===== config.mk =====
export PLATFORM = sky130hd
export DESIGN_NAME = cpu_bus_arbiter
export DESIGN_NICKNAME = d
export VERILOG_FILES = /design/src/rtl/cpu_bus_arbiter.sv
export SDC_FILE = /design/constraint.sdc
export NUM_CORES = 1
export LEC_CHECK = 0
export ABC_AREA = 1
export BUFFER_PORTS_ARGS = -buffer_cell sky130_fd_sc_hd__buf_2
export CORE_MARGIN = 2
export CORE_UTILIZATION = 43
export DETAILED_ROUTE_END_ITERATION = 16
export PLACE_DENSITY = 0.87
export SKIP_CTS_REPAIR_TIMING = 1
export SYNTH_ARGS = -nofsm -noshare
export SYNTH_HDL_FRONTEND = slang
export SYNTH_SLANG_ARGS = --single-unit

===== constraint.sdc =====
create_clock -name clk -period 4.9 [get_ports clk]
set_clock_uncertainty 0.15 [all_clocks]
set_input_delay 1.225 -clock clk [delete_from_list [all_inputs] [get_ports clk]]
set_output_delay 1.225 -clock clk [all_outputs]
set_load 0.005 [all_outputs]

===== src/rtl/cpu_bus_arbiter.sv =====
// cpu_bus_arbiter: shares one single-outstanding bus between fetch and load/store ports.
// Data wins ties, but a pending fetch is forced through after STARVE_MAX consecutive data grants.
module cpu_bus_arbiter #(
   parameter int STARVE_MAX = 2
) (
   input  logic        clk,
   input  logic        rst,
   input  logic        inst_req,
   input  logic [31:0] inst_addr,
   output logic [31:0] inst_rdata,
   output logic        inst_ok,
   input  logic        data_req,
   input  logic        data_wr,
   input  logic [3:0]  data_wstrb,
   input  logic [31:0] data_addr,
   input  logic [31:0] data_wdata,
   output logic [31:0] data_rdata,
   output logic        data_ok,
   output logic        bus_req,
   output logic        bus_wr,
   output logic [3:0]  bus_wstrb,
   output logic [31:0] bus_addr,
   output logic [31:0] bus_wdata,
   input  logic        bus_addr_ok,
   input  logic        bus_data_ok,
   input  logic [31:0] bus_rdata,
   output logic        busy,
   output logic        err_spurious
);
   localparam int CW = $clog2(STARVE_MAX + 2);
   typedef enum logic [1:0] {IDLE, ADDR, WAIT, DONE} stateType;
   stateType state, nextState;
   logic ownerData, grantInst, starved, capture, spurious;
   logic [CW-1:0] starveCnt;
   always_comb begin
      starved   = starveCnt == CW'(STARVE_MAX);
      grantInst = inst_req && (!data_req || starved);
      capture   = bus_data_ok && (state == WAIT || (state == ADDR && bus_addr_ok));
      spurious  = bus_data_ok && !capture;
      bus_req   = state == ADDR;
      busy      = state != IDLE;
      inst_ok   = state == DONE && !ownerData;
      data_ok   = state == DONE && ownerData;
      nextState = state;
      case (state)
         IDLE:    nextState = (inst_req || data_req) ? ADDR : IDLE;
         ADDR:    nextState = bus_addr_ok ? (bus_data_ok ? DONE : WAIT) : ADDR;
         WAIT:    nextState = bus_data_ok ? DONE : WAIT;
         default: nextState = IDLE;
      endcase
   end
   always_ff @(posedge clk or posedge rst) begin
      if (rst) begin
         state        <= IDLE;
         ownerData    <= 1'b0;
         starveCnt    <= '0;
         bus_wr       <= 1'b0;
         bus_wstrb    <= '0;
         bus_addr     <= '0;
         bus_wdata    <= '0;
         inst_rdata   <= '0;
         data_rdata   <= '0;
         err_spurious <= 1'b0;
      end else begin
         state <= nextState;
         if (state == IDLE) begin
            if (inst_req || data_req) begin
               ownerData <= !grantInst;
               bus_addr  <= grantInst ? inst_addr : data_addr;
               bus_wr    <= !grantInst && data_wr;
               bus_wstrb <= (!grantInst && data_wr) ? data_wstrb : 4'b0000;
               bus_wdata <= grantInst ? 32'h0 : data_wdata;
            end
            // only a data grant made over a waiting fetch advances the starvation count
            starveCnt <= (!inst_req || grantInst) ? '0 : (starved ? starveCnt : starveCnt + CW'(1));
         end
         if (capture && !ownerData) inst_rdata <= bus_rdata;
         if (capture && ownerData && !bus_wr) data_rdata <= bus_rdata;
         if (spurious) err_spurious <= 1'b1;
      end
   end
endmodule

==> summary.md <==
| Metric | Value |
|---|---|
| Final worst path period share | between 60% and 70% |
| Largest net degree at the start of global routing | 140 |
| Synth Cell Area | between 6000 and 7000 um2 |
| Worst-path cell chain | buf_2 -> o21ai_4 -> buf_4 -> o21ai_0 |
| Pleak | ~4.7 nW |
| Post-DR wirelength/cell | between 10 and 15 um |
| Tightest Hold Check Type | reg -> reg |
| Core footprint | 13830 um2 |
| Max FO, Critical Path | 86 |
| Slowest stage delay, CP | 0.67 ns |
| First-pass GRT wire length | 25.88 mm |
| Total routed wirelength | roughly 17 mm |
| Reg area | 3478 um2 |
| Root buf cell | clkbuf_16 |
| Crit. End Element | register |
| Clock buffer depth | 2 |
| Worst EP required | around 5.0 ns |
| Clock transition at the registers of the reported paths | around 0.060 ns |
| Critical Path AT | 3.14 ns |
| Total Routing Usage GR | 21.92% |
| DR iter-0 viols | 358 |
| Detail Route Antenna Nets | 0 |
| Max VDD drop | 0.0002688 V |
| DR DRC count | 0 |
| Antenna violations before repair | 0 |
| IO Pins | 277 |
| Crit path time final | about 3 ns |
| Rel. slew slack | 45.25% |
| Syn_nets | 863 |
| Worst path slowest cell | buf_4 |
| Slew @ Worst Pin | 0.8183 ns |
| Post-synth cell types | 21 |
| Clock sinks | 139 |
| Port Buf Inserts | 276 |
| # Max-Cap Violations | 0 |
| Total grt overflow | 0 |
| Via density | between 5 and 6 |
| Routability congestion estimate | 0.7696 |
| Run status | finished, final reports clean |
| Max-slew violations | 0 |
| Clk_lat worst skew | 0.41 ns |
| CP Launch Type | primary input |
| Area occupied by multi-input gates | 2255 um2 |
| Fillers | 1200 |
| CTS buffer count | 17 |
| Yosys warns | 0 |
| Area Growth Syn to Fin | 33.70% |
| Layout net count | 1113 |
| Hold Vio Cnt, Final | 0 |
| Crit Path Class | in -> reg |
| Post-detail-place hpwl | 11.32 mm |
| Layout cells sized above 1 | between 30% and 40% |
| FMAX | approximately 0.33 GHz |
| Number of H-tree levels | 4 |
| TNS Setup | 0 ns |
| RSZ-0062 raised after global routing | no |
| # rows | 43 |
| R2r setup slk | 2.38 ns |
| CTS tree | built |
| Via Count | 5959 |
| Final setup violation count | 0 |
| # diodes | 0 |
| Vias in the first global route | 5217 |
| FF+latch count, synth | 139 |
| Die W | 122.7 um |
| Die area | roughly 15000 um2 |
| 1st-pass router iterations | 5 |
| Die Ht | 122.7 um |
| Initial core utilization | 43.82% |
| Sequential area share after synthesis | 57.40% |
| Avg Inst Size Synth | around 8.4 um2 |
| Gate Count Post-Synth | 723 |
| Pwr/cell area | about 630 nW/um2 |
| Total power | 0.005069 W |
==> worst max-delay path, delay by kind of cell <==
family	cells	cell delay, ns
compound gates	2	0.86
buf+inv	2	0.99
==> Yosys cell counts <==
master	n	area [um2]
buf_1	11	41.29
buf_2	21	105.1
buf_4	8	60.06
buf_6	4	45.04
clkbuf_1	8	30.03
clkbuf_2	2	10.01
dfrtp_1	139	3478
ha_1	1	12.51
inv_1	8	30.03
inv_2	2	7.510
nand2_1	366	1374
nand2_2	2	12.51
nand3_1	39	195.2
nand4_1	65	406.6
nor2_1	1	3.750
nor2_2	1	6.260
nor3_1	2	10.01
o211ai_1	1	7.510
o21ai_0	40	200.2
o21ai_4	1	16.27
o21bai_1	1	7.510
==> cells in the final DEF, fill, tap and decap left out, types with 2 or more instances in the layout <==
master / synthesis / layout
clkbuf_16: 0 / 17
nand2_2: 2 / 3
buf_4: 8 / 8
inv_2: 2 / 2
clkinv_2: 0 / 4
buf_2: 21 / 276
dfrtp_1: 139 / 139
nand4_1: 65 / 65
bufinv_16: 0 / 5
o21ai_0: 40 / 40
nand3_1: 39 / 39
nor3_1: 2 / 2
nand2_1: 366 / 365
inv_1: 8 / 7
clkinvlp_4: 0 / 3
clkbuf_1: 8 / 2
==> metrics by stage <==
stage	instances	setup WS, ns	area [um2]	hold WS [ns]	util (%)
floorplan	723	1.790	6063	0.3070	-
global placement	1134	1.616	7461	0.2980	53.96
detailed placement	1134	1.468	7461	0.3035	53.96
CTS	1166	1.919	8102	0.3178	58.59
global route	1166	1.712	8102	0.3320	58.59
finish	1166	1.860	8102	0.3116	58.59
==> layout make-up <==
type,instances,share of cell area [%]
Clock buffer,20,5.514
Clock inverter,12,2.394
Inverter,10,0.5097
Multi-Input combinational cell,520,27.83
Sequential cell,139,42.93
Tap cell,180,2.780
Timing Repair Buffer,285,18.04
==> path summary, 6_finish.rpt <==
path | startpoint | endpoint | depth (start not counted)
max reg2reg | starveCnt[0]$_DFFE_PP0P_ | bus_wdata[5]$_DFFE_PP0P_ | 9
min in group asynchronous | rst | bus_wdata[10]$_DFFE_PP0P_ | 3
max in group asynchronous | rst | bus_addr[11]$_DFFE_PP0P_ | 3
min reg2reg | inst_rdata[15]$_DFFE_PP0P_ | inst_rdata[15]$_DFFE_PP0P_ | 2
max | inst_req | bus_wdata[5]$_DFFE_PP0P_ | 4
min | inst_rdata[15]$_DFFE_PP0P_ | inst_rdata[15]$_DFFE_PP0P_ | 2
==> power by group <==
group | internal, W | leakage [nW] | total (W) | switching [W]
sequential | 0.00165 | 1.76 | 0.00193 | 0.000273
combinational | 0.000680 | 2.62 | 0.00174 | 0.00106
clock | 0.000914 | 0.310 | 0.00140 | 0.000487
==> sequential cells by signal (all words and copies together) (netlist names) <==
name / flops
state: 2
bus_wdata: 32
bus_addr: 32
data_rdata: 32
inst_rdata: 32
bus_wr: 1
starveCnt: 2
ownerData: 1
err_spurious: 1
bus_wstrb: 4
==> layer usage <==
layer	global-route usage, %	up-vias	share of wire (%)
li1	-	2858	-
met1	28.69	2774	42
met2	34.25	297	47
met3	6.599	30	9.0
met4	8.405	0	2.0
met5	0	-	0
==> logic make-up after synthesis <==
| kind of cell | synth area share, % |
|---|---|
| AOI/OAI and AO/OA | 3.820 |
| buffers and inverters | 5.431 |
| and+or+nand+nor | 33.14 |
| DFF | 57.40 |
| adders and majority gates | 0.2065 |
No activity file was read; power rests on OpenSTA's default activity.
